<file path="config.mk">
export PLATFORM = sky130hd
export DESIGN_NAME = fetch_unit
export DESIGN_NICKNAME = d
export VERILOG_FILES = /design/src/rtl/fetch_unit_pkg.sv /design/src/rtl/fetch_fifo.sv /design/src/rtl/fetch_unit.sv
export SDC_FILE = /design/constraint.sdc
export NUM_CORES = 1
export LEC_CHECK = 0
export BUFFER_PORTS_ARGS = -buffer_cell sky130_fd_sc_hd__buf_2
export CORE_ASPECT_RATIO = 0.6
export CORE_MARGIN = 1
export CORE_UTILIZATION = 50
export DETAILED_ROUTE_END_ITERATION = 8
export PLACE_DENSITY = 0.66
export SLEW_MARGIN = 25
export SYNTH_ARGS = -nofsm -noshare
export SYNTH_HDL_FRONTEND = slang
export SYNTH_SLANG_ARGS = --single-unit
</file>
<file path="constraint.sdc">
create_clock -name clk -period 8.3 [get_ports clk]
set_clock_uncertainty 0.1 [all_clocks]
set_input_delay 0.415 -clock clk [delete_from_list [all_inputs] [get_ports clk]]
set_output_delay 0.415 -clock clk [all_outputs]
set_load 0.1 [all_outputs]
</file>
<file path="src/rtl/fetch_unit_pkg.sv">
// Shared constants and types for the fetch unit.
// Queue entries carry the instruction together with its address.
package fetch_unit_pkg;

  localparam logic [31:0] NOP_INST         = 32'd0;
  localparam logic [31:0] DEFAULT_RESET_PC = 32'd0;
  localparam int          DEFAULT_DEPTH    = 4;

  typedef enum logic {
    RUN,
    DRAIN
  } fetch_state_e;

  typedef struct packed {
    logic [31:0] pc;
    logic [31:0] inst;
  } fetch_entry_t;

endpackage

</file>
<file path="src/rtl/fetch_fifo.sv">
// Prefetch queue: synchronous FIFO of {pc, inst} entries.
// Flush empties it in one cycle; push and pop may coincide.
module fetch_fifo
  import fetch_unit_pkg::*;
#(
  parameter int DEPTH = DEFAULT_DEPTH
) (
  input  logic                     clk,
  input  logic                     reset,
  input  logic                     flush,
  input  logic                     push,
  input  fetch_entry_t             push_data,
  input  logic                     pop,
  output fetch_entry_t             head,
  output logic [$clog2(DEPTH):0]   count,
  output logic                     empty,
  output logic                     full
);

  localparam int AW = $clog2(DEPTH);
  localparam int CW = AW + 1;
  localparam logic [CW-1:0] FULL_CNT = CW'(DEPTH);

  fetch_entry_t  mem [DEPTH];
  logic [AW-1:0] rd_ptr;
  logic [AW-1:0] wr_ptr;
  logic [CW-1:0] cnt;
  logic          do_push;
  logic          do_pop;

  assign empty   = (cnt == '0);
  assign full    = (cnt == FULL_CNT);
  assign count   = cnt;
  assign head    = mem[rd_ptr];
  assign do_pop  = pop && !empty;
  assign do_push = push && (!full || do_pop);

  // Pointer and occupancy bookkeeping.
  always_ff @(posedge clk) begin
    if (reset || flush) begin
      rd_ptr <= '0;
      wr_ptr <= '0;
      cnt    <= '0;
    end else begin
      if (do_push) wr_ptr <= wr_ptr + AW'(1);
      if (do_pop)  rd_ptr <= rd_ptr + AW'(1);
      cnt <= cnt + CW'(do_push) - CW'(do_pop);
    end
  end

  // Entry storage; contents past the pointers are don't-care.
  always_ff @(posedge clk) begin
    if (do_push && !flush && !reset) mem[wr_ptr] <= push_data;
  end

endmodule

</file>
<file path="src/rtl/fetch_unit.sv">
// Instruction fetch: issues word fetches, queues in-order
// responses and drops stale ones after a redirect.
module fetch_unit
  import fetch_unit_pkg::*;
#(
  parameter logic [31:0] RESET_PC = DEFAULT_RESET_PC,
  parameter int          DEPTH    = DEFAULT_DEPTH
) (
  input  logic        clk,
  input  logic        reset,
  input  logic        stall,
  input  logic        redirect,
  input  logic [31:0] redirect_pc,
  output logic        imem_req,
  output logic [31:0] imem_addr,
  input  logic        imem_ready,
  input  logic        imem_rvalid,
  input  logic [31:0] imem_rdata,
  output logic        inst_valid,
  output logic [31:0] inst_out,
  output logic [31:0] pc_out
);

  localparam int CW = $clog2(DEPTH) + 1;
  localparam logic [CW:0] LIMIT = (CW+1)'(DEPTH);

  fetch_state_e  state;
  fetch_state_e  state_next;
  logic [31:0]   fetch_pc;
  logic [31:0]   resp_pc;
  logic [CW-1:0] outstanding;
  logic [CW-1:0] drop_count;
  logic [CW-1:0] drop_next;
  logic [CW-1:0] q_count;
  logic [CW:0]   inflight;
  logic          accept;
  logic          rsp;
  logic          discard;
  logic          push;
  logic          pop;
  logic          q_empty;
  logic          q_full;
  fetch_entry_t  q_head;
  fetch_entry_t  q_in;

  assign inflight  = {1'b0, q_count} + {1'b0, outstanding};
  assign imem_req  = !reset && !redirect && !q_full
                   && (inflight < LIMIT);
  assign imem_addr = fetch_pc;
  assign accept    = imem_req && imem_ready;
  // A response with nothing in flight is noise.
  assign rsp       = imem_rvalid && (outstanding != '0);
  assign discard   = redirect || (state == DRAIN);
  assign push      = rsp && !discard;
  assign pop       = inst_valid && !stall && !redirect;
  assign q_in      = '{pc: resp_pc, inst: imem_rdata};

  assign inst_valid = !reset && !q_empty;
  assign inst_out   = inst_valid ? q_head.inst : NOP_INST;
  assign pc_out     = inst_valid ? q_head.pc : 32'd0;

  fetch_fifo #(
    .DEPTH(DEPTH)
  ) u_fifo (
    .clk      (clk),
    .reset    (reset),
    .flush    (redirect),
    .push     (push),
    .push_data(q_in),
    .pop      (pop),
    .head     (q_head),
    .count    (q_count),
    .empty    (q_empty),
    .full     (q_full)
  );

  // Fetch and response address tracking plus in-flight count.
  always_ff @(posedge clk) begin
    if (reset) begin
      fetch_pc    <= RESET_PC;
      resp_pc     <= RESET_PC;
      outstanding <= '0;
    end else begin
      outstanding <= outstanding + CW'(accept) - CW'(rsp);
      if (redirect) begin
        fetch_pc <= redirect_pc;
        resp_pc  <= redirect_pc;
      end else begin
        if (accept) fetch_pc <= fetch_pc + 32'd1;
        if (push)   resp_pc  <= resp_pc + 32'd1;
      end
    end
  end

  // Drain FSM state register.
  always_ff @(posedge clk) begin
    if (reset) begin
      state      <= RUN;
      drop_count <= '0;
    end else begin
      state      <= state_next;
      drop_count <= drop_next;
    end
  end

  // Drain FSM: count down stale responses left by a redirect.
  always_comb begin
    state_next = state;
    drop_next  = drop_count;
    unique case (state)
      RUN: begin
        if (redirect) begin
          drop_next = outstanding - CW'(rsp);
          if (drop_next != '0) state_next = DRAIN;
        end
      end
      DRAIN: begin
        if (redirect) begin
          drop_next = outstanding - CW'(rsp);
          if (drop_next == '0) state_next = RUN;
        end else if (rsp) begin
          drop_next = drop_count - CW'(1);
          if (drop_next == '0) state_next = RUN;
        end
      end
    endcase
  end

endmodule

</file>
=== Word-level counts from Yosys, hierarchy flattened ===
Memories as Yosys holds them, arrays and structs flattened. A register that Yosys moved wholly into a read port is not among the register bits.
Index checks and enable logic that the tools add are counted.

* $lt $le $gt $ge: 1
* Equality and inequality tests: 3
* Mux-type cells: 21
* Bitwise operators: 1
* Add/subtract/negate cells: 11
* Reduce and logical (&&, ||, !) cells: 30

{| class="wikitable"
|+ Operators by type and width
! operator !! count
|-
| $mux 32 || 6
|-
| $add 32x1->32 const B || 2
|-
| $logic_and 1x1->1 || 13
|-
| $logic_not 3->1 || 3
|-
| $mux 3 || 3
|-
| $sub 3x1->3 || 3
|-
| $mux 1 || 8
|-
| $add 3x1->3 || 2
|-
| $logic_not 1->1 || 6
|-
| $pmux 3 s2 || 1
|-
| $reduce_bool 3->1 || 2
|-
| $add 2x1->2 const B || 2
|-
| $add 3x3->4 || 1
|-
| $lt 4x3->1 const B || 1
|-
| $mux 2 || 2
|-
| $reduce_bool 2->1 || 2
|-
| $eq 3x3->1 const B || 1
|-
| $logic_or 1x1->1 || 3
|-
| $ne 3x2->1 const B || 1
|-
| $sub 3x1->3 const B || 1
|-
| $ne 2x2->1 const B || 1
|-
| $pmux 1 s2 || 1
|-
| $reduce_and 2->1 || 1
|-
| $not 1->1 || 1
|}

* Bits in writable memories: 256
* Input bits: 70
* Flip-flop bits (word level): 78
* Memories: 1
* Word-level logic and storage cells: 76

{| class="wikitable"
|+ Memories
! name !! words !! bits a word !! rd ports !! clocked after Yosys merged registers in !! wr ports !! RTL line !! text
|-
| u_fifo.mem || 4 || 64 || 1 || 1 || 1 || fetch_fifo.sv:24 || <nowiki>fetch_entry_t mem [DEPTH];</nowiki>
|}

=== Longest topological paths before layout ===
Gate-level depths: netlist of the first run.

* Depth in word-level cells: 12
* Depth in mapped cells: 14
* Depth with buffers taken out: 12

=== Modules after synthesis ===
Synthesis of the first run repeated with hierarchy kept, for this count alone.

* Cell total of the unflattened synthesis: 966
* Area, all modules: 14,433.8 µm²

{| class="wikitable"
|+ Modules (own cells, without submodules)
! module !! times used !! area an instance (µm²) !! sequential area each (µm²) !! cells an instance
|-
| fetch_fifo || 1 || 9,785.6 || 7,867.5 || 381
|-
| fetch_unit || 1 || 4,648.2 || 1,421.4 || 585
|}

=== Worst setup path after synthesis of the first run ===
OpenSTA, ideal clock, no wires.

* Path type: input to register
* Start: in redirect
* End: mem u_fifo.mem[0][0] (netlist bit) (enable)
* Arrival: 2.665 ns
* Path buffers: 1
* Path slack: 5.106 ns
* Setup time: 0.429 ns
* Stages: 5
* Cell sequence: clkbuf_1 > clkinv_1 > o21ai_0 > nor4_1 > and2_1

* Word-level cells in the longest chain between the ends: 9
* Elaborated cells between the ends (all ways): 12

{| class="wikitable"
|+ RTL lines
! element !! RTL line !! text
|-
| start, declared || fetch_unit.sv:12 || <nowiki>input logic redirect,</nowiki>
|-
| $logic_not 1->1 || fetch_fifo.sv:53, fetch_unit.sv:55 ||
|-
| $logic_and 1x1->1 || fetch_unit.sv:55 || <nowiki>assign pop = inst_valid && !stall && !redirect;</nowiki>
|-
| $logic_and 1x1->1 || fetch_fifo.sv:35 || <nowiki>assign do_pop = pop && !empty;</nowiki>
|-
| $logic_or 1x1->1 || fetch_fifo.sv:36 || <nowiki>assign do_push = push && (!full || do_pop);</nowiki>
|-
| $logic_and 1x1->1 || fetch_fifo.sv:36 ||
|-
| $logic_and 1x1->1 (*) (2 in series) || fetch_fifo.sv:53 || <nowiki>if (do_push && !flush && !reset) mem[wr_ptr] <= push_data;</nowiki>
|-
| $mux 1 (*) || fetch_fifo.sv:53 ||
|-
| $mux 1 (implied by the code) (*) || fetch_fifo.sv:53 ||
|-
| end, declared || fetch_fifo.sv:24 ||
|}

Every way passes the cells marked *; elsewhere a longest branch is shown, timed or not.

=== Worst setup path after layout of the first run ===
* Start: reg outstanding[2]
* End: reg outstanding[2]

* Word-level cells in the longest chain between the ends: 6
* Elaborated cells between the ends (all ways): 8

{| class="wikitable"
|+ RTL lines
! element !! RTL line !! text
|-
| start, declared || fetch_unit.sv:31 || <nowiki>logic [CW-1:0] outstanding;</nowiki>
|-
| start signal, assigned || fetch_unit.sv:84 || <nowiki>outstanding <= outstanding + CW'(accept) - CW'(rsp);</nowiki>
|-
| $add 3x3->4 || fetch_unit.sv:46 || <nowiki>assign inflight = {1'b0, q_count} + {1'b0, outstanding};</nowiki>
|-
| $lt 4x3->1 || fetch_unit.sv:48 || <nowiki>&& (inflight < LIMIT);</nowiki>
|-
| $logic_and 1x1->1 || fetch_unit.sv:48 ||
|-
| $logic_and 1x1->1 || fetch_unit.sv:50 || <nowiki>assign accept = imem_req && imem_ready;</nowiki>
|-
| $add 3x1->3 || fetch_unit.sv:84 ||
|-
| $sub 3x1->3 (*) || fetch_unit.sv:84 ||
|}

Marked as above.
A chain may end at the register's enable or synchronous reset.

==> results of run 1 <==
through the flow:
| step | util, % | power (mW) | hold WS (ns) | area (sq um) | instances |
|---|---|---|---|---|---|
| after floorplan | - | 2.25 | 0.377 | 14000 | 955 |
| after global placement | 55.2 | 2.35 | 0.421 | 15200 | 1446 |
| after detailed placement | 55.2 | 2.36 | 0.418 | 15200 | 1446 |
| after CTS | 59.5 | 3.61 | 0.00921 | 16400 | 1528 |
| after global routing | 59.5 | 3.71 | 0.0259 | 16400 | 1528 |
| final | 59.5 | 3.58 | 0.0294 | 16400 | 1528 |
cells in the final DEF (no fill, tap or decap), types with 11 or more instances in the layout:
| cell type | count |
|---|---|
| edfxtp_1 | 256 |
| buf_2 | 167 |
| dfxtp_1 | 78 |
| and2_1 | 69 |
| mux4_2 | 64 |
| nor2_1 | 54 |
| nand2_1 | 47 |
| dlygate4sd3_1 | 33 |
| xnor2_1 | 31 |
| clkbuf_16 | 31 |
| a21oi_1 | 28 |
| inv_1 | 26 |
| nand3_1 | 24 |
| a211oi_1 | 20 |
| nand4_1 | 19 |
| nor3_1 | 16 |
| a31oi_1 | 16 |
| ha_1 | 16 |
| nor4_1 | 14 |
| o21ai_0 | 14 |
| xor2_1 | 12 |
| buf_4 | 11 |
report_power, final:
group	internal [mW]	leakage (nW)	switching, mW
combinational	0.126	2.29	0.278
sequential	1.87	2.99	0.0611
clock	0.669	0.412	0.580
synth_stat cells, drive strengths merged, types with 20 or more instances:
library cell	number	share of area, %
nand2	47	1.3
and2	73	3.3
clkbuf	44	1.2
dfxtp	80	11
mux4	64	10
edfxtp	256	55
nor2	55	1.5
nand3	24	0.86
xnor2	31	1.9
a211oi	20	1.1
a21oi	28	1.0
inv	26	0.70
nand4	20	0.94
registers in the layout, summed over array words and instances (netlist names), named ones only:
register / cells
u_fifo.mem: 256
u_fifo.count: 3
u_fifo.rd_ptr: 2
resp_pc: 32
u_fifo.wr_ptr: 2
drop_count: 3
imem_addr: 32
outstanding: 3
state: 1
cell families after synthesis:
group                      Yosys count  synth area share (%)
DFF                                336                  66.2
and+or+nand+nor                    286                  10.9
AOI/OAI and AO/OA                  121                  5.72
buffers and inverters               82                  2.20
muxes                               69                  10.6
xor gates and xnor gates            43                  2.68
adders and majority gates           18                  1.71
worst reg2reg max path, cell delays in order, from the launching register on:
cell	delay, ns
dfxtp_1	0.43
ha_1	0.28
nor4b_1	0.22
and4_1	0.72
clkinv_1	0.87
ha_1	0.57
inv_1	0.06
ha_1	0.13
inv_1	0.05
fa_1	0.38
xnor2_1	0.18
xnor2_1	0.14
nor2_1	0.05
per-layer routing:
layer / wire length (um) / global-route usage (%) / up-vias
li1: - / - / 4043
met5: 0 / 0 / -
met3: 2290 / 4.13 / 36
met1: 15300 / 35.7 / 4300
met4: 397 / 4.08 / 0
met2: 13300 / 31.2 / 283
final cells by class:
class / count / area, sq um
sequential: 336 / 9290
tap: 367 / 459
fill: 2179 / 11200
inverter: 28 / 105
multi-input combinational: 537 / 4460
clock buffer: 34 / 787
clock inverter: 15 / 68.8
timing repair buffer: 211 / 1250
what timing repair did:
action,CTS,global route
hold endpoints to repair,129,0
setup endpoints to repair,0,0
hold buffers,33,0
final timing paths:
path | to | slack, ns | cells after the start
hold / removal | imem_addr[17]$_SDFFE_PP0P_ | 0.03 | 3
setup / recovery | outstanding[2]$_SDFF_PP0_ | 3.99 | 12
setup reg to reg | outstanding[2]$_SDFF_PP0_ | 3.99 | 12
hold reg to reg | imem_addr[30]$_SDFFE_PP0P_ | 0.44 | 2
==> run summary, run 1 <==
Summing the sequential cell areas from Yosys gives 66.2% of the chip area. The run gives 22.1% as the global-route total usage across every layer. After detailed routing, the average wire length per cell comes to 20.5 um.

For the synthesized instance count, the log shows 955. The first global-routing pass estimated 49000 um of wire. The tools report the remaining antenna violation count after routing as 0.

Synthesis inferred 336 register bits. 168 I/O pins were placed. The number of H-tree branching levels is 1. TritonCTS built the clock tree. The worst slack at placement came out at 3.73 ns.

The worst path in the final design needs a cycle of 4.31 ns, including I/O delays and setup. Synthesis instantiated 51 different standard cells from the library. Initial core utilization: 50.9%.

Startpoint class of the critical path: a flop. The die is 132 um tall. The mapped cell area is 14000 sq um, and the layout overhead on the synthesized area is 16.9%. The tools report the number of antenna violations at the first check in global routing as 0. The tools report the routed wire length as 31300 um. The die is 218 um wide. The number of cells upsized or downsized after cts was 0; the stage delay of the slowest cell on the critical path was 0.86 ns. The run gives 1043 as the net count after synthesis. The worst hold path belongs to the class primary input to flop.

The worst path uses 52.0% of the clock period. The data arrival time at the worst-slack endpoint is 4.63 ns. The post-route netlist has 25.4% of its cells at a drive strength greater than 1. Yosys mapped a number of flops with a built-in enable equal to 256. The analysis attributes to cell leakage a power of 5.69 nW. The leftover overflow at the end of global routing is 0. Number of detailed-route iterations in the first pass: 7. For the total count of max-transition violations in the final report, the log shows 0.

The slowest stage of the critical path is the clkinv_1 cell. Start point of the worst min-delay path: redirect_pc[17]. On the critical path the largest part of the delay comes from adder cells.

The category of the worst setup path capture point was a flop. Area of the core region: 27600 sq um. In the synthesized netlist the dominant register cell turns out to be edfxtp_1.

Combined buffer and inverter count along the critical path: 3. The clock net in this run drives a total of 336 sinks. The die covers 28800 sq um.

The most numerous cell type found on the critical path is ha_1. Power spread over the standard cell area amounts to 218 nW/um^2. The detailed router finished its first iteration with 657 violations. The layout net count came out at 1232.

The total of warnings raised by yosys was 0. Buffers inserted during clock tree synthesis total 30. Timing-limited maximum frequency: 232 MHz.

The critical path startpoint was outstanding[2]$_SDFF_PP0_. The total half-perimeter wirelength after legalization and detailed placement was 19700 um; the pin count of the biggest net entering global routing was 80. The number of buffers inserted by post-CTS setup repair was 0; the share of synthesized flip-flops with an asynchronous set or reset was 0%. The cell sitting at the root of the clock tree is a clkbuf_16.

At the pin with the least slew margin, the transition time is 0.950 ns. The tools report the final RePlAce weighted congestion as 0.879. After detailed routing, the number of vias per cell comes to 5.67. In this run the worst path has a maximum fanout of 27. The initialized floorplan defines 47 standard-cell rows. The later pin in the worst-skew pair is clocked with a latency of 0.56 ns. The register clock-pin slew on the reported worst setup and hold paths works out to 0.06 ns.

Setup repair after global routing left no endpoint under its margin. In this run the tightest slew margin relative to its limit is 36.6%. The startpoint identified for the worst register-to-register timing path is outstanding[2]$_SDFF_PP0_. For the aggregate negative setup slack, the log shows 0 ns.

For the number of global-route vias before repair, the log shows 8410. The count of endpoints failing hold in the final timing report was 0. The maximum vdd ir drop is 0.154 mV, and the number of violations of the max-capacitance limit is 0. The final route contains 8662 vias. The critical path in this run is classified as flop to flop.

Data on the critical path is required at its endpoint by 8.62 ns. 0 antenna diodes ended up in the layout. In the routed design, unresolved DRC markers number 0. The mean post-synth cell area came out at 14.7 sq um. Port buffering added 167 buffers. Counting along the longest clock path gives a buffer depth of 3.

After layout, the worst setup slack is 3.99 ns. The flow ran to the end, and the final reports show no timing, DRC or antenna violations. Traced cell by cell, the critical path runs through ha_1 -> nor4b_1 -> and4_1 -> clkinv_1 -> ha_1 -> inv_1 -> ha_1 -> inv_1 -> fa_1 -> xnor2_1 -> xnor2_1 -> nor2_1.

Final count of negative-setup-slack endpoints: 0.
(Power assumes the default switching activity.)
==> run 2: changes to the inputs <==
==> constraint.sdc (replaced) <==
create_clock -name clk -period 4 [get_ports clk]
set_clock_uncertainty 0.1 [all_clocks]
set_input_delay 0.2 -clock clk [delete_from_list [all_inputs] [get_ports clk]]
set_output_delay 0.2 -clock clk [all_outputs]
set_load 0.1 [all_outputs]
==> run 2 against run 1 <==
Net effect: register-to-register slack worse by 3.4 ns; wire length increased by 4.3%; sequential share of layout area down 1.8 points; core utilization rose by 2.0 points; worst setup slack worse by 3.4 ns; critical path type unchanged; sequential power is 110% higher; clock power up 130%; non-clock buffer count rose by 41.
==> run summary, run 2 (synthesis gave the netlist of run 1 again) <==
The register clock-pin slew on the reported worst setup and hold paths came out at 0.07 ns (was 0.06 ns). The leftover overflow at the end of global routing is 0 (unchanged), and the clock period minus final worst setup slack is 3.37 ns (was 4.31 ns). The number of cells traversed by the worst register-to-register path came out at 8 (was 12).

The capturing point of the worst reg2reg path is imem_addr[23]$_SDFFE_PP0P_ (was outstanding[2]$_SDFF_PP0_). For the clock insertion delay at the later pin of the skew report, the log shows 0.56 ns (about the same). The run gives 20500 um (was 19700 um) as the total half-perimeter wirelength after legalization and detailed placement. The number of antenna violations at the first check in global routing was 0 (unchanged); the number of vias in the routed layout was 9032 (was 8662). The combined buffer and inverter count along the critical path was 2 (was 3). Count of endpoints failing hold in the final timing report: 0 (unchanged).

The final count of negative-setup-slack endpoints was 0 (unchanged). The flow ran to the end, and the final reports show no timing, DRC or antenna violations. The tools report the area enclosed by the die boundary as 28800 sq um (unchanged). Category of the worst setup path capture point: a flop (unchanged). The layout overhead on the synthesized area came out at 20.8% (was 16.9%).

Initial core utilization: 50.9% (unchanged). Cell chosen for the clock root: clkbuf_16 (unchanged). The largest register by flop count was u_fifo.mem (unchanged). The global-route total usage across every layer is 22.9% (was 22.1%). Kind of cell adding the most delay to the critical path: simple AND/OR/NAND/NOR gates (was adder cells).

The flip-flop count of the largest register after layout is 256 (unchanged), and the number of global-route vias before repair is 8686 (was 8410). The tools report the placement row count as 47 (unchanged). The maximum buffer depth of the clock tree is 3 (unchanged), and the number of clock sinks is 336 (unchanged). The layout filler cell count was 2097 (was 2179). The diode insertion count for antenna repair was 0 (unchanged); the power per cell area was 454 nW/um^2 (was 218 nW/um^2). The maximum vdd ir drop was 0.291 mV (was 0.154 mV). The routed wire length per instance is 20.7 um (was 20.5 um), and the first-pass GRT wire length is 50400 um (was 49000 um). For the number of violations of the max-capacitance limit, the log shows 0 (unchanged). The number of H-tree branching levels was 1 (unchanged); the number of I/O port buffers was 167 (unchanged). For the final RePlAce weighted congestion, the log shows 0.848 (was 0.879). The standard cell with the maximum stage delay on the critical path was o311ai_0 (was clkinv_1). The routed wire length is 32600 um (was 31300 um). For the register-to-register setup slack, the log shows 0.63 ns (was 3.99 ns). Hold-critical path endpoint: imem_addr[8]$_SDFFE_PP0P_ (was imem_addr[17]$_SDFFE_PP0P_).

The worst hold path depth works out to 4 (was 3). For the headroom to the max-slew limit, the log shows 38.7% (was 36.6%). Start-to-end type of the worst setup path: flop to flop (unchanged). Number of buffers inserted by post-CTS setup repair: 0 (unchanged). Startpoint class of the critical path: a flop (unchanged). The overall power was 7.71 mW (was 3.58 mW). The pin count of the biggest net entering global routing was 80 (unchanged).

For the core occupancy in the finished layout, the log shows 61.5% (was 59.5%). Static leakage: 5.94 nW (was 5.69 nW). The layout net count is 1274 (was 1232).

For the number of detailed-route iterations in the first pass, the log shows 7 (unchanged). Remaining antenna violation count after routing: 0 (unchanged). TritonCTS built the clock tree. The most common cell after layout, fill and taps aside was edfxtp_1 (unchanged). Total cell area at the placement stage: 15300 sq um (was 15200 sq um). Type of the tightest min-delay check: primary input to flop (unchanged). Number of cells upsized or downsized after cts: 0 (unchanged). The share of final-layout standard cells stronger than drive strength 1 is 26.0% (was 25.4%), and the top fanout value on the critical path is 18 (was 27).

The start point of the worst min-delay path was redirect_pc[8] (was redirect_pc[17]). The logs give 885 (was 657) for the number of DRC markers after the initial detailed-route iteration and 27600 sq um (unchanged) for the area of the core region. Most frequent cells in the layout: edfxtp_1, buf_2, dfxtp_1 (unchanged). The total non-filler cell area in the finished layout was 17000 sq um (was 16400 sq um).

The overall die width is 218 um (unchanged), and the detailed-route DRC error count is 0 (unchanged). The share of the clock period used by the worst path was 84.3% (was 52.0%); the TritonCTS buffer count was 31 (was 30). The run gives 4.36 ns (was 8.62 ns) as the required time of the critical path.

The logs give 168 (unchanged) for the I/O pin count and 296 MHz (was 232 MHz) for the timing-limited maximum frequency. The stage delay of the slowest cell on the critical path came out at 0.63 ns (was 0.86 ns). The run gives 0 (unchanged) as the total count of max-transition violations in the final report. The tools report the reg-to-reg critical path startpoint as outstanding[2]$_SDFF_PP0_ (unchanged). The slew at the pin closest to its max-slew limit came out at 0.912 ns (was 0.950 ns).

Series of cell instances along the critical path: ha_1 -> nor4b_1 -> and4_1 -> buf_4 -> nand3_1 -> o311ai_0 -> nand3_1 -> dlygate4sd3_1 (was ha_1 -> nor4b_1 -> and4_1 -> clkinv_1 -> ha_1 -> inv_1 -> ha_1 -> inv_1 -> fa_1 -> xnor2_1 -> xnor2_1 -> nor2_1). Setup repair after global routing left no endpoint under its margin. The aggregate negative setup slack was 0 ns (unchanged); the vias per cell was 5.73 (was 5.67). The run gives 3.73 ns (was 4.63 ns) as the data arrival time at the worst-slack endpoint. The worst hold slack after final layout is 0.0348 ns (was 0.0294 ns), and the die height is 132 um (unchanged). The cell repeated most along the worst path was nand3_1 (was ha_1).
-- run 2: cell type report --
| cell class | count | area, sq um | share of cell area, % |
|---|---|---|---|
| clock buffers | 34 | 787 | 4.64 |
| flip-flops and latches | 336 | 9290 | 54.8 |
| clock inverters | 23 | 176 | 1.04 |
| repair buffers | 252 | 1690 | 9.96 |
| inverters | 28 | 105 | 0.619 |
| multi-input cells | 537 | 4460 | 26.3 |
| well taps | 367 | 459 | 2.71 |
-- run 2: worst max-delay path by stage --
stage / from / to / slack (ns) / cells after the start
after global routing: outstanding[2]$_SDFF_PP0_ / imem_addr[23]$_SDFFE_PP0P_ / 0.40 / 8
after detailed placement: outstanding[2]$_SDFF_PP0_ / outstanding[2]$_SDFF_PP0_ / 0.89 / 13
after CTS: outstanding[2]$_SDFF_PP0_ / imem_addr[23]$_SDFFE_PP0P_ / 0.69 / 8
final: outstanding[2]$_SDFF_PP0_ / imem_addr[23]$_SDFFE_PP0P_ / 0.63 / 8
after floorplan: outstanding[2]$_SDFF_PP0_ / outstanding[2]$_SDFF_PP0_ / 0.85 / 14
after global placement: outstanding[2]$_SDFF_PP0_ / outstanding[2]$_SDFF_PP0_ / 1.03 / 13
-- run 2: layer usage --
metal | vias to the layer above | global-route usage, % | routed length, um
met5 | - | 0 | 0
met4 | 0 | 4.23 | 507
met3 | 44 | 4.06 | 2380
met2 | 326 | 33.1 | 14200
met1 | 4526 | 36.4 | 15500
li1 | 4136 | - | -
-- run 2: power breakdown --
| part | internal [mW] | switching [mW] | leakage [nW] | total (mW) |
|---|---|---|---|---|
| Sequential | 3.88 | 0.127 | 2.99 | 4.00 |
| Combinational | 0.281 | 0.588 | 2.48 | 0.870 |
| Clock | 1.55 | 1.28 | 0.474 | 2.83 |
-- run 2: repair_timing --
item,4_1_cts,5_1_grt
hold endpoints to repair,193,0
setup endpoints to repair,0,0
hold buffers,66,0
-- run 2: worst register-to-register path, stage by stage (launching register included) --
cell and delay, ns:
dfxtp_1 0.42, ha_1 0.28, nor4b_1 0.30, and4_1 0.26, buf_4 0.25, nand3_1 0.32
o311ai_0 0.63, nand3_1 0.12, dlygate4sd3_1 0.58
-- run 2: stage by stage --
step           setup WS [ns]  cells
2_1_floorplan          0.845    955
4_1_cts                0.689   1577
6_report               0.626   1577
5_1_grt                0.399   1577
3_3_place_gp            1.03   1454
3_5_place_dp           0.889   1454
==> run 3: changes to the inputs <==
--- a/config.mk
+++ b/config.mk
@@ -10,7 +10,7 @@
 export CORE_MARGIN = 1
 export CORE_UTILIZATION = 50
 export DETAILED_ROUTE_END_ITERATION = 8
-export PLACE_DENSITY = 0.66
+export PLACE_DENSITY = 0.69
 export SLEW_MARGIN = 25
 export SYNTH_ARGS = -nofsm -noshare
 export SYNTH_HDL_FRONTEND = slang
==> constraint.sdc (replaced) <==
create_clock -name clk -period 2.7 [get_ports clk]
set_clock_uncertainty 0.1 [all_clocks]
set_input_delay 0.135 -clock clk [delete_from_list [all_inputs] [get_ports clk]]
set_output_delay 0.135 -clock clk [all_outputs]
set_load 0.1 [all_outputs]
==> run 3 against run 2 <==
Net effect: register-to-register slack worse by 0.51 ns; clock power up 55%; cell count up 2.4%; via count up 0.53%; worst setup slack worse by 0.52 ns; first-iteration DRC count down 18%; sequential power up 48%; global-route usage down 0.37 points; cell area up 3.9%; highest routed layer unchanged.
==> run summary, run 3 (synthesis gave the netlist of run 1 again) <==
The layout overhead on the synthesized area was 25.6% (was 20.8%). Series of cell instances along the critical path: buf_4 -> nor3_1 -> nor2_4 -> buf_4 -> and2_1 -> buf_2 (was ha_1 -> nor4b_1 -> and4_1 -> buf_4 -> nand3_1 -> o311ai_0 -> nand3_1 -> dlygate4sd3_1). For the fraction of met2 tracks used by global routing, the log shows 32.5% (was 33.1%). The register area is 9310 sq um (was 9290 sq um). The timing-limited maximum frequency is 386 MHz. The tools report the number of clock sinks as 336 (unchanged). The number of detailed-route iterations in the first pass is 5 (was 7), and the static leakage is 6.17 nW (was 5.94 nW).

The register-to-register setup slack came out at 0.12 ns (was 0.63 ns). The number of global-route vias before repair is 8745 (was 8686). The flip-flop count of the largest register after layout came out at 256 (unchanged). The leftover overflow at the end of global routing was 0 (unchanged); the post-route non-filler standard cell count was 1615 (was 1577).

The combined buffer and inverter count along the critical path came out at 3 (was 2). The run gives 2.47 ns (was 4.36 ns) as the required time of the critical path. Maximum buffer depth of the clock tree: 3 (unchanged). The final count of negative-setup-slack endpoints is 0 (unchanged), and the register clock-pin slew on the reported worst setup and hold paths is 0.06 ns (was 0.07 ns). The TritonCTS buffer count was 30 (was 31). Most congested layer reported by global routing: met1 (unchanged). The logs give 0 (unchanged) for the total count of max-transition violations in the final report and 80 (unchanged) for the pin count of the biggest net entering global routing.

The tools report the area occupied by multi-input gates as 4520 sq um (was 4460 sq um). Dividing the final minimum period by the clock period gives 96.0%. The number of cells traversed by the worst register-to-register path was 12 (was 8). The worst slack at placement was -0.0142 ns (was 0.889 ns). Maximum vdd ir drop: 0.383 mV (was 0.291 mV).

The total non-filler cell area in the finished layout is 17600 sq um (was 17000 sq um), and the met3 track demand over resource is 3.88% (was 4.06%). The stage delay of the slowest cell on the critical path was 0.44 ns (was 0.63 ns). For the clock insertion delay at the later pin of the skew report, the log shows 0.55 ns (was 0.56 ns).

The routed wire length per instance is 20.1 um (was 20.7 um), and the clock period minus final worst setup slack is 2.59 ns. The run gives 1490 (was 1454) as the number of placed instances with taps included. The run gives 0.844 (was 0.848) as the final RePlAce weighted congestion.

Most frequent cells in the layout: edfxtp_1, buf_2, and2_1 (was edfxtp_1, buf_2, dfxtp_1). Power per cell area: 666 nW/um^2 (was 454 nW/um^2). The number of violations of the max-capacitance limit is 0 (unchanged). The logs give 168 (unchanged) for the I/O pin count and 0.0562 ns (was 0.0348 ns) for the worst hold slack after final layout. The logs give 2069 (was 2097) for the layout filler cell count and 0 (unchanged) for the diode insertion count for antenna repair. The global-route total usage across every layer is 22.5% (was 22.9%). The slew at the pin closest to its max-slew limit is 0.814 ns (was 0.912 ns), and the overall die width is 218 um (unchanged). The core occupancy in the finished layout was 63.9% (was 61.5%); the total cell area at the placement stage was 15700 sq um (was 15300 sq um). The run gives 49700 um (was 50400 um) as the first-pass GRT wire length. The kind of cell adding the most delay to the critical path was buffers and inverters (was simple AND/OR/NAND/NOR gates). The worst hold path depth works out to 4 (unchanged). The category of the worst setup path capture point is an output port (was a flop).

Largest register by flop count: u_fifo.mem (unchanged). The start-to-end type of the worst setup path is flop to output port (was flop to flop). The number of H-tree branching levels is 1 (unchanged).

The most common cell after layout, fill and taps aside was edfxtp_1 (unchanged). For the detailed-route DRC error count, the log shows 0 (unchanged). Reg-to-reg critical path startpoint: u_fifo.count[2]$_SDFF_PP0_ (was outstanding[2]$_SDFF_PP0_). The run finished with clean final reports. The logs give 28800 sq um (unchanged) for the area enclosed by the die boundary and 2.36 ns (was 3.73 ns) for the data arrival time at the worst-slack endpoint. The tools report the routed wire length as 32500 um (was 32600 um).

The tools report the headroom to the max-slew limit as 45.7% (was 38.7%). The share of final-layout standard cells stronger than drive strength 1 came out at 29.8% (was 26.0%). The tools report the number of DRC markers after the initial detailed-route iteration as 722 (was 885). TritonCTS built the clock tree.

The top fanout value on the critical path came out at 10 (was 18). The worst setup margin was 0.109 ns (was 0.626 ns). The total half-perimeter wirelength after legalization and detailed placement is 21300 um (was 20500 um), and the number of I/O port buffers is 167 (unchanged). The run gives 47 (unchanged) as the placement row count. The count of endpoints failing hold in the final timing report was 0 (unchanged); the vias per cell was 5.62 (was 5.73). The tools report the start point of the worst min-delay path as reset (was redirect_pc[8]). Standard cell with the maximum stage delay on the critical path: buf_2 (was o311ai_0).

The area of the core region came out at 27600 sq um (unchanged). The tools report the cell chosen for the clock root as clkbuf_16 (unchanged). The tools report the capturing point of the worst reg2reg path as outstanding[2]$_SDFF_PP0_ (was imem_addr[23]$_SDFFE_PP0P_).

The remaining antenna violation count after routing is 0 (unchanged). The tools report the number of antenna violations at the first check in global routing as 2 (was 0). The hold-critical path endpoint was u_fifo.count[2]$_SDFF_PP0_ (was imem_addr[8]$_SDFFE_PP0P_). The tools report the initial core utilization as 50.9% (unchanged). The die height was 132 um (unchanged). The overall power came out at 11.7 mW (was 7.71 mW). Cell repeated most along the worst path: buf_4 (was nand3_1).

Type of the tightest min-delay check: primary input to flop (unchanged). The met1 capacity usage during global routing came out at 35.9% (was 36.4%). The aggregate negative setup slack is 0 ns (unchanged), and the number of vias in the routed layout is 9080 (was 9032).

The layout net count is 1312 (was 1274). The startpoint class of the critical path was a flop (unchanged).
-- run 3: worst max path at each step --
stage / startpoint / endpoint / slack (ns) / cells after the start
floorplan: outstanding[2]$_SDFF_PP0_ / outstanding[2]$_SDFF_PP0_ / -0.18 / 14
global placement: outstanding[2]$_SDFF_PP0_ / outstanding[2]$_SDFF_PP0_ / 0.02 / 12
detailed placement: outstanding[2]$_SDFF_PP0_ / outstanding[2]$_SDFF_PP0_ / -0.01 / 12
CTS: outstanding[2]$_SDFF_PP0_ / outstanding[2]$_SDFF_PP0_ / -0.009 / 12
global route: u_fifo.count[2]$_SDFF_PP0_ / outstanding[2]$_SDFF_PP0_ / -0.02 / 12
finish: u_fifo.count[2]$_SDFF_PP0_ / pc_out[28] / 0.11 / 6
-- run 3: cell type report --
type,instances,share of cell area (%)
flip-flops and latches,336,52.8
multi-input cells,537,25.6
repair buffers,291,12.5
clock buffers,47,5.14
well taps,367,2.60
clock inverters,9,0.710
inverters,28,0.610
-- run 3: power by group --
group / internal, mW / switching (mW) / leakage [nW]
clock: 2.59 / 1.79 / 0.497
combinational: 0.523 / 0.932 / 2.68
sequential: 5.75 / 0.162 / 2.99
-- run 3: routing by layer --
| layer | wire length [um] | vias to the layer above |
|---|---|---|
| met3 | 2240 | 46 |
| met4 | 498 | 0 |
| li1 | - | 4203 |
| met2 | 14300 | 323 |
| met1 | 15500 | 4508 |
| met5 | 0 | - |
-- run 3: worst register-to-register path, cell delays in order, from the launching register on --
cell and delay (ns):
dfxtp_2 0.34, ha_4 0.25, nor4b_4 0.25, and4_4 0.29
inv_4 0.05, ha_4 0.20, inv_1 0.05, ha_1 0.13
inv_1 0.05, fa_2 0.40, xnor2_2 0.14, xnor2_1 0.15
nor2_1 0.05
-- run 3: what timing repair did --
action / CTS / global route
gates cloned: 0 / 0
gates resized for setup: 1 / 63
pin swaps: 0 / 5
hold buffers: 66 / 0
hold endpoints to repair: 196 / 0
buffers inserted: 2 / 1
setup endpoints to repair: 8 / 60
